### src/rtl/clk_rst_gen_pkg.sv
// clk_rst_gen_pkg: shared types and helpers for the clock-enable / reset
// sequencing generator (clk_rst_gen and clk_div_channel).
package clk_rst_gen_pkg;

    typedef enum logic [1:0] {
        S_HOLD    = 2'd0,
        S_RELEASE = 2'd1,
        S_RUN     = 2'd2
    } seq_state_t;

    // Width of a channel index; never narrower than one bit.
    function automatic int ch_w(input int n);
        return (n > 1) ? $clog2(n) : 1;
    endfunction

endpackage

### src/rtl/clk_div_channel.sv
// clk_div_channel: one divider channel. Holds the active half-period, a
// pending half-period written through the config port, the cycle counter,
// the registered clock-enable pulse and the divided-clock toggle flop.
module clk_div_channel #(
    parameter int unsigned DIV_W       = 16,
    parameter int unsigned DEFAULT_DIV = 1
) (
    input  logic             clk_i,
    input  logic             rst_i,
    input  logic             cfg_we_i,
    input  logic [DIV_W-1:0] cfg_div_i,
    output logic             pending_o,
    output logic             ce_o,
    output logic             clk_div_o
);

    localparam logic [DIV_W-1:0] DIV_RST = (DEFAULT_DIV == 0) ? DIV_W'(1) : DIV_W'(DEFAULT_DIV);

    logic [DIV_W-1:0] div_q;
    logic [DIV_W-1:0] pend_div_q;
    logic [DIV_W-1:0] cnt_q;
    logic             pend_q;
    logic             ce_q;
    logic             tgl_q;
    logic [DIV_W-1:0] div_wr;
    logic             tc;

    // Normalise a zero divisor to 1 and detect the terminal count.
    always_comb begin
        div_wr = (cfg_div_i == '0) ? DIV_W'(1) : cfg_div_i;
        tc     = (cnt_q == (div_q - DIV_W'(1)));
    end

    // Counter, enable pulse and toggle; a pending divisor is swapped in only
    // at terminal count so the running half-period always completes.
    always_ff @(posedge clk_i) begin
        if (rst_i) begin
            div_q      <= DIV_RST;
            pend_div_q <= '0;
            pend_q     <= 1'b0;
            cnt_q      <= '0;
            ce_q       <= 1'b0;
            tgl_q      <= 1'b0;
        end else begin
            if (cfg_we_i) begin
                pend_q     <= 1'b1;
                pend_div_q <= div_wr;
            end
            if (tc) begin
                cnt_q <= '0;
                ce_q  <= 1'b1;
                tgl_q <= ~tgl_q;
                if (pend_q) begin
                    div_q  <= pend_div_q;
                    pend_q <= 1'b0;
                end
            end else begin
                cnt_q <= cnt_q + DIV_W'(1);
                ce_q  <= 1'b0;
            end
        end
    end

    assign pending_o = pend_q;
    assign ce_o      = ce_q;
    assign clk_div_o = tgl_q;

endmodule

### src/rtl/clk_rst_gen.sv
// clk_rst_gen: NUM_CH-channel divided-clock / clock-enable generator with a
// staggered power-up reset release sequencer and per-channel soft resets.
// Optional LED heartbeat output enabled by defining CLK_RST_GEN_HEARTBEAT_EN.
module clk_rst_gen
    import clk_rst_gen_pkg::*;
#(
    parameter int unsigned NUM_CH       = 2,
    parameter int unsigned DIV_W        = 16,
    parameter int unsigned DEFAULT_DIV  = 1,
    parameter int unsigned RESET_CYCLES = 20,
    parameter int unsigned STAGGER      = 4
`ifdef CLK_RST_GEN_HEARTBEAT_EN
    ,
    parameter int unsigned HB_BITS      = 24
`endif
) (
    input  logic                      clk,
    input  logic                      rst,
    input  logic                      cfg_valid,
    output logic                      cfg_ready,
    input  logic [ch_w(NUM_CH)-1:0]   cfg_ch,
    input  logic [DIV_W-1:0]          cfg_div,
    input  logic [NUM_CH-1:0]         soft_rst_req,
    output logic [NUM_CH-1:0]         clk_div_o,
    output logic [NUM_CH-1:0]         ce_o,
    output logic [NUM_CH-1:0]         rst_o,
    output logic                      ready_o
`ifdef CLK_RST_GEN_HEARTBEAT_EN
    ,
    output logic                      heartbeat_o
`endif
);

    localparam int unsigned CHW = ch_w(NUM_CH);
    localparam int unsigned HCW = $clog2(RESET_CYCLES + 1);
    localparam int unsigned SCW = $clog2(STAGGER + 1);

    logic [NUM_CH-1:0]     pend;
    logic [NUM_CH-1:0]     ch_we;
    logic [(2**CHW)-1:0]   pend_ext;

    seq_state_t            state_q;
    logic [HCW-1:0]        hold_cnt_q;
    logic [SCW-1:0]        stag_cnt_q;
    logic [CHW-1:0]        idx_q;
    logic [NUM_CH-1:0]     hold_q;
    logic                  ready_q;

    logic [HCW-1:0]        soft_cnt_q [NUM_CH];
    logic [NUM_CH-1:0]     soft_q;

    // Config handshake: a channel accepts a new divisor only when it has none
    // pending. Unpopulated channel indices read as ready and drop the write.
    always_comb begin
        pend_ext               = '0;
        pend_ext[NUM_CH-1:0]   = pend;
        cfg_ready              = ~pend_ext[cfg_ch];
        ch_we                  = '0;
        for (int unsigned i = 0; i < NUM_CH; i++) begin
            ch_we[i] = cfg_valid && cfg_ready && (cfg_ch == CHW'(i));
        end
    end

    for (genvar g = 0; g < NUM_CH; g++) begin : g_ch
        clk_div_channel #(
            .DIV_W       (DIV_W),
            .DEFAULT_DIV (DEFAULT_DIV)
        ) u_ch (
            .clk_i     (clk),
            .rst_i     (rst),
            .cfg_we_i  (ch_we[g]),
            .cfg_div_i (cfg_div),
            .pending_o (pend[g]),
            .ce_o      (ce_o[g]),
            .clk_div_o (clk_div_o[g])
        );
    end

    // Reset sequencer: hold all channels, then release them one per STAGGER
    // cycles starting with channel 0; ready rises with the last release.
    always_ff @(posedge clk) begin
        if (rst) begin
            state_q    <= S_HOLD;
            hold_cnt_q <= '0;
            stag_cnt_q <= '0;
            idx_q      <= '0;
            hold_q     <= '1;
            ready_q    <= 1'b0;
        end else begin
            case (state_q)
                S_HOLD: begin
                    if (hold_cnt_q == HCW'(RESET_CYCLES - 1)) begin
                        hold_cnt_q <= '0;
                        stag_cnt_q <= '0;
                        idx_q      <= CHW'(1);
                        hold_q[0]  <= 1'b0;
                        if (NUM_CH == 1) begin
                            state_q <= S_RUN;
                            ready_q <= 1'b1;
                        end else begin
                            state_q <= S_RELEASE;
                        end
                    end else begin
                        hold_cnt_q <= hold_cnt_q + HCW'(1);
                    end
                end
                S_RELEASE: begin
                    if (stag_cnt_q == SCW'(STAGGER - 1)) begin
                        stag_cnt_q    <= '0;
                        hold_q[idx_q] <= 1'b0;
                        if (idx_q == CHW'(NUM_CH - 1)) begin
                            state_q <= S_RUN;
                            ready_q <= 1'b1;
                        end else begin
                            idx_q <= idx_q + CHW'(1);
                        end
                    end else begin
                        stag_cnt_q <= stag_cnt_q + SCW'(1);
                    end
                end
                S_RUN: begin
                end
                default: begin
                    state_q <= S_HOLD;
                end
            endcase
        end
    end

    // Soft-reset pulse per released channel; a new request reloads the count.
    always_ff @(posedge clk) begin
        if (rst) begin
            for (int unsigned i = 0; i < NUM_CH; i++) begin
                soft_cnt_q[i] <= '0;
            end
            soft_q <= '0;
        end else begin
            for (int unsigned i = 0; i < NUM_CH; i++) begin
                if (soft_rst_req[i] && !hold_q[i]) begin
                    soft_cnt_q[i] <= HCW'(RESET_CYCLES);
                    soft_q[i]     <= 1'b1;
                end else if (soft_cnt_q[i] != '0) begin
                    soft_cnt_q[i] <= soft_cnt_q[i] - HCW'(1);
                    soft_q[i]     <= (soft_cnt_q[i] != HCW'(1));
                end else begin
                    soft_q[i]     <= 1'b0;
                end
            end
        end
    end

    assign rst_o   = hold_q | soft_q;
    assign ready_o = ready_q;

`ifdef CLK_RST_GEN_HEARTBEAT_EN
    logic [HB_BITS-1:0] hb_cnt_q;
    logic               hb_q;

    // Heartbeat: toggle after every 2^HB_BITS channel-0 enables, low in reset.
    always_ff @(posedge clk) begin
        if (rst || rst_o[0]) begin
            hb_cnt_q <= '0;
            hb_q     <= 1'b0;
        end else if (ce_o[0]) begin
            hb_cnt_q <= hb_cnt_q + HB_BITS'(1);
            if (hb_cnt_q == '1) begin
                hb_q <= ~hb_q;
            end
        end
    end

    assign heartbeat_o = hb_q;
`endif

endmodule

### config.mk
export PLATFORM = sky130hd
export DESIGN_NAME = clk_rst_gen
export DESIGN_NICKNAME = d
export VERILOG_FILES = /design/src/rtl/clk_rst_gen_pkg.sv /design/src/rtl/clk_div_channel.sv /design/src/rtl/clk_rst_gen.sv
export SDC_FILE = /design/constraint.sdc
export NUM_CORES = 1
export LEC_CHECK = 0
export ABC_AREA = 1
export CORE_MARGIN = 8
export CORE_UTILIZATION = 60
export DETAILED_ROUTE_END_ITERATION = 10
export GPL_ROUTABILITY_DRIVEN = 0
export HOLD_SLACK_MARGIN = 0.02
export PLACE_DENSITY = 0.79
export RECOVER_POWER = 50
export SYNTH_ARGS = -nofsm -noshare
export SYNTH_HDL_FRONTEND = slang
export SYNTH_SLANG_ARGS = --single-unit
export TNS_END_PERCENT = 1
### constraint.sdc
create_clock -name clk -period 2.67 [get_ports clk]
set_input_delay 0.534 -clock clk [delete_from_list [all_inputs] [get_ports clk]]
set_output_delay 0.534 -clock clk [all_outputs]
set_load 0.005 [all_outputs]
# After elaboration in Yosys (flattened, before gate mapping)
# Memory sizes are Yosys's and may differ from the RTL's.
# Cells that the tools add are included.
word_totals:
  regBits: 118
  latchBits: 0
  mem_bits_rw: 10
  romBits: 0
  in_bits: 22
  output_inout_bits: 8
  word_cells: 130
  n_memories: 1
mem_list:
  columns: ["name", "depth", "width", "read_ports", "rd_clocked_by_memory_dff", "write_ports", "line", "text"]
  rows:
  - ["soft_cnt_q", 2, 5, 2, 0, 2, "clk_rst_gen.sv:49", "logic [HCW-1:0] soft_cnt_q [NUM_CH];"]
op_classes:
  add_sub_neg: 9
  multipliers: 0
  div: 0
  n_lt_le_gt_ge: 3
  eq_ne: 11
  shifts: 0
  n_mux: 52
  bitwise: 12
  n_reduce_logical: 22
op_table:
  columns: ["op", "count"]
  rows:
  - ["two-way mux 1 bit", 36]
  - ["adder 16 x 1 -> 16 bit, second input constant", 2]
  - ["== test 16 bit", 2]
  - ["subtractor 16 x 1 -> 16 bit, second input constant", 2]
  - ["two-way mux 5 bit", 5]
  - ["logical NOT 16 bit", 1]
  - ["two-way mux 16 bit", 1]
  - ["inequality test 5 x 1 -> 1 bit, second input constant", 2]
  - ["nonzero test 5 bit", 2]
  - ["subtractor 5 x 1 -> 5 bit, second input constant", 2]
  - ["AND reduction 2 bit", 4]
  - ["logical AND 1 bit", 6]
  - ["two-way mux 2 bit", 3]
  - ["two-way mux 3 bit", 2]
  - ["inequality test 2 bit, second input constant", 3]
  - ["case mux 2 bit (3 select lines)", 1]
  - ["case mux 3 bit (2 select lines)", 1]
  - ["AND reduction 3 bit", 2]
  - ["adder 5 x 1 -> 5 bit, second input constant", 1]
  - ["== test 5 bit, second input constant", 1]
  - ["NOT 1 bit", 5]
  - ["less-than comparator 1 x 2 -> 1 bit, second input constant", 2]
  - ["OR 1 bit", 4]
  - ["case mux 1 bit (2 select lines)", 2]
  - ["15 further kinds", 17]

# Longest topological paths before layout
logic_depth:
  ltp_word: 8
  mapped_depth: 16
  depth_no_buf: 15

# By module
# Synthesis repeated with hierarchy kept, for this count alone.
unflattened:
  hier_cells: 1038
  area_unflattened_um2: 7135.6
modules_own_cells:
  columns: ["mod", "n_inst", "cells_per_inst", "area_each_um2", "seq_area_each_um2"]
  rows:
  - ["clk_div_channel", 2, 439, 2906.5, 1021.0]
  - ["clk_rst_gen", 1, 160, 1322.5, 620.6]

# Worst setup path after synthesis
# OpenSTA, ideal clock, no wires.
synth_timing:
  path_type: "reg-to-reg"
  startpoint: "register g_ch[1].u_ch.div_q[0]"
  endpoint: "register g_ch[1].u_ch.cnt_q[15]"
  setup_time_ps: 114
  arrival_ps: 1859
  required_ps: 2556
  path_slack_ps: 696
  path_stages_with_launch: 15
  path_buffers: 1
  period_less_slack_ps: 1974
  path_cell_list: "dfxtp_1 inv_1 ha_1 nand2_1 nor2_1 nand3_1 nand3_1 nand2_1 nor2_1 nand2_2 nor2_8 nand2_1 nand2_2 buf_4 nor2_1"
synth_between:
  elab_chain_len: 3
synth_lines:
  columns: ["item", "line", "text"]
  rows:
  - ["start, declared", "clk_div_channel.sv:19", "logic [DIV_W-1:0] div_q;"]
  - ["start signal, assigned", "clk_div_channel.sv:54", "div_q <= pend_div_q;"]
  - ["subtractor 16 x 1 -> 16 bit", "clk_div_channel.sv:31", "tc = (cnt_q == (div_q - DIV_W'(1)));"]
  - ["== test 16 bit", "clk_div_channel.sv:31", null]
  - ["OR reduction 2 bit (no line)", null, null]
  - ["end signal, assigned", "clk_div_channel.sv:58", "cnt_q <= cnt_q + DIV_W'(1);"]
  - ["end, declared", "clk_div_channel.sv:21", "logic [DIV_W-1:0] cnt_q;"]
# Every way passes these cells.
# A chain may end at the register's enable or synchronous reset.

# Worst setup path in the final report
# Same ends and word-level chain as after synthesis.

==> run_results.csv <==
group,metric,value,unit
outcome,status,"completed",
setup_path,worstRegToRegCells,13,
global_route,grt_overflow_total,0,
clock_network,insertion_delay,0.42,ns
yosys,syn_inst,1035,
pwr,p_leak,0.003677,uW
setup_path,r2r_start,"g_ch[1].u_ch.div_q[0]$_SDFFE_PP1P_",
timing,fin_crit,2.388,ns
timing,report.final.slew_viol_count,0,
floorplan,die_w,124.6,um
timing,setup_viol,0,
clock_network,clk_pin_slew,0.06,ns
yosys,synthTopCellsByCount,"nand2_1 (209), inv_1 (172), nor2_1 (134)",
timing,fin_crit_sh,0.8945,
hold_path,hold_end,"stag_cnt_q[2]$_SDFFE_PP0P_",
route,antenna_left,0,
pwr,comb_power_share,0.370,
route,drcViolationCount,0,
global_route,grt_start_max_net_pins,30,
floorplan,ios,30,
hold_path,holdPathStages,2,
timing,tightestPinTransition,1.107,ns
timing,slew_headroom,0.2563,
pwr,p_per_area,943.6,mW/mm^2
hold_path,hp-start,"stag_cnt_q[2]$_SDFFE_PP0P_",
yosys,synth_enable_flop_cells,10,
yosys,synth-async-reset-ratio,0,
setup_path,cp_cell_sequence,"inv_1, ha_1, nand2_1, nor2_1, nand3_1, nand3_1, nand2_1, nor2_1, nand2_2, nor2_8, nand2_1, nand2_2, nor2_1",
yosys,synthMostInstantiatedCell,"nand2_1",
finish,diodes,0,
timing,rsz0062_at_grt,"no",
pwr,p_sw_frac,0.3932,
global_route,grt_pass1_wl,27570,um
floorplan,core,0.01147,mm^2
route,avgViaCountPerCell,5.257,
setup_path,critPathKind,"flip-flop to flip-flop",
timing,hold_viol,0,
route,first_iter_violations,465,
clock_network,clockBufferDepth,2,
yosys,syn_area,0.007074,mm^2
yosys,synthTopCellsByArea,"dfxtp_1 (33%), nand2_1 (11%), inv_1 (9.1%)",
finish,drive_gt1_frac,0.08380,
place,place_hpwl,11960,um
timing,fin_ws,0.2817,ns
setup_path,cp.arrival,2.68,ns
setup_path,rrSetupSlack,0.28,ns
timing,tns,0,ns
setup_path,r2r-end,"g_ch[1].u_ch.cnt_q[15]$_SDFF_PP0_",
yosys,syn_nets,1067,
route,wl_per_cell,13.33,um
yosys,postSynthAreaPerCell,6.835,um^2
yosys,synth_flop_cell,"dfxtp_1",
clock_network,hold_buffers,0,
timing,fmax,418.7,MHz
finish,nets,1093,
place,pre_cts_ws,0.3692,ns
clock_network,cts_root_buf,"clkbuf_16",
pwr,p_int,4602,uW
yosys,yosysSeqAreaShare,0.3764,
pwr,sequentialPowerShare,0.326,
yosys,ys_warn_count,0,
place,port_buffers,29,
yosys,synthDominantCellAreaShare,0.3339,
setup_path,crit_fanout,19,
timing,clock_skew,0.005850,ns
pwr,clkPwrFrac,0.303,
pwr,switchingPower,2982,uW
clock_network,clock-sinks,128,
setup_path,required,2.97,ns
hold_path,hp-class,"flip-flop to flip-flop",
floorplan,rows,39,
setup_path,crit_path_max_incr_delay,0.34,ns
global_route,antenna_found_initial,0,
global_route,grt.total_usage,0.2122,
route,drt-total-wl,16220,um
setup_path,cp-start-kind,"flip-flop",
clock_network,post_cts_buffers,0,
floorplan,start_util,0.6169,
clock_network,cts.htree.levels,4,
setup_path,end_kind,"flip-flop",
global_route,grt_pass1_vias,5961,
clock_network,cts_tree,"done",
finish,area_delta_synth_final,13.60,%
floorplan,die_h,124.6,um
floorplan,dieArea,0.01552,mm^2
yosys,synth_cell_type_count,39,
yosys,synth_top_area_cell,"dfxtp_1",
clock_network,cts-resized-gates,0,
route,vias,6398,
pwr,ir_drop,0.7570,mV
setup_path,cpMaxStageDelayCell,"dfxtp_1",
flow_run,cap_violations,0,
route,drt_pass1_iterations,5,
yosys,ys_ff_latch,128,
clock_network,numCtsBuffers,17,
## cell type report
cell class	count	area [um^2]
Multi-Input combinational cell	696	3567
Fill cell	962	3431
Sequential cell	128	2663
Inverter	177	664.4
Clock buffer	20	456.7
Timing Repair Buffer	41	374.1
Tap cell	143	178.9
Clock inverter	12	132.6
## logic make-up after synthesis
logic type      share of synthesized area
compound gates                    0.08260
buf+inv                            0.1194
xor+xnor                          0.05925
flops                              0.3764
simple gates                       0.3447
fa+ha+maj                         0.01769
## layer usage
layer	global-route usage	part of all wire	vias to the layer above
met4	0.07512	0.018	0
met1	0.2674	0.47	2901
li1	-	-	3322
met2	0.3429	0.47	144
met5	0	0	-
met3	0.05447	0.037	31
## power by group through the flow
stage	clock network (uW)	registers [uW]	logic (uW)
after global placement	0	2500	2710
after CTS	2310	2470	2800
final	2300	2470	2810
after global routing	2410	2510	3140
after detailed placement	0	2510	2750
after floorplan	0	2430	2240
## worst max path at each step
stage	from	endpoint	slack, ns	cells past startpoint
after global routing	g_ch[1].u_ch.div_q[0]$_SDFFE_PP1P_	g_ch[1].u_ch.cnt_q[15]$_SDFF_PP0_	0.05	13
final	g_ch[1].u_ch.div_q[0]$_SDFFE_PP1P_	g_ch[1].u_ch.cnt_q[15]$_SDFF_PP0_	0.28	13
after global placement	cfg_ch	cfg_ready	0.43	4
after floorplan	g_ch[1].u_ch.div_q[0]$_SDFFE_PP1P_	g_ch[1].u_ch.cnt_q[15]$_SDFF_PP0_	0.70	14
after detailed placement	g_ch[1].u_ch.div_q[0]$_SDFFE_PP1P_	g_ch[1].u_ch.cnt_q[13]$_SDFF_PP0_	0.37	11
after CTS	g_ch[1].u_ch.div_q[0]$_SDFFE_PP1P_	g_ch[1].u_ch.cnt_q[13]$_SDFF_PP0_	0.31	13
## sequential cells by signal (all words and copies together), names as in the netlist, 3 cells and up
name	flops
soft_cnt_q	10
g_ch.u_ch.cnt_q	32
stag_cnt_q	3
g_ch.u_ch.pend_div_q	32
g_ch.u_ch.div_q	32
hold_cnt_q	5
## per-stage QoR
step | instance area (um^2) | hold WS, ns | cells | total power [uW] | utilization
floorplan | 7074 | 0.4225 | 1035 | 4672 | -
global placement | 7458 | 0.4346 | 1185 | 5213 | 0.6504
detailed placement | 7458 | 0.4429 | 1185 | 5259 | 0.6504
CTS | 8048 | 0.4508 | 1217 | 7582 | 0.7018
global route | 8036 | 0.4793 | 1217 | 8060 | 0.7008
finish | 8036 | 0.4471 | 1217 | 7583 | 0.7008
## layout by cell type, fill, tap and decap left out, types with 11 or more instances in the layout
cell type        synthesis  final
xor2_1                  29     29
nand4_1                 41     41
a21oi_1                 52     52
clkdlybuf4s50_1          0     22
nor2_1                 134    134
or2_2                   11     11
nand2_2                 12     12
nand2_1                209    209
xnor2_1                 17     17
o21ai_0                 45     45
inv_1                  172    172
clkbuf_16                0     17
nand3_1                 59     59
dfxtp_1                118    118
nor3_1                  23     23
## critical path, delay by kind of cell, from the launching register on
kind	cells	cell delay (ns)
buffers and inverters	1	0.09
DFF	1	0.34
adders and majority gates	1	0.25
and+or+nand+nor	11	1.57
No activity file was read; power rests on OpenSTA's default activity.
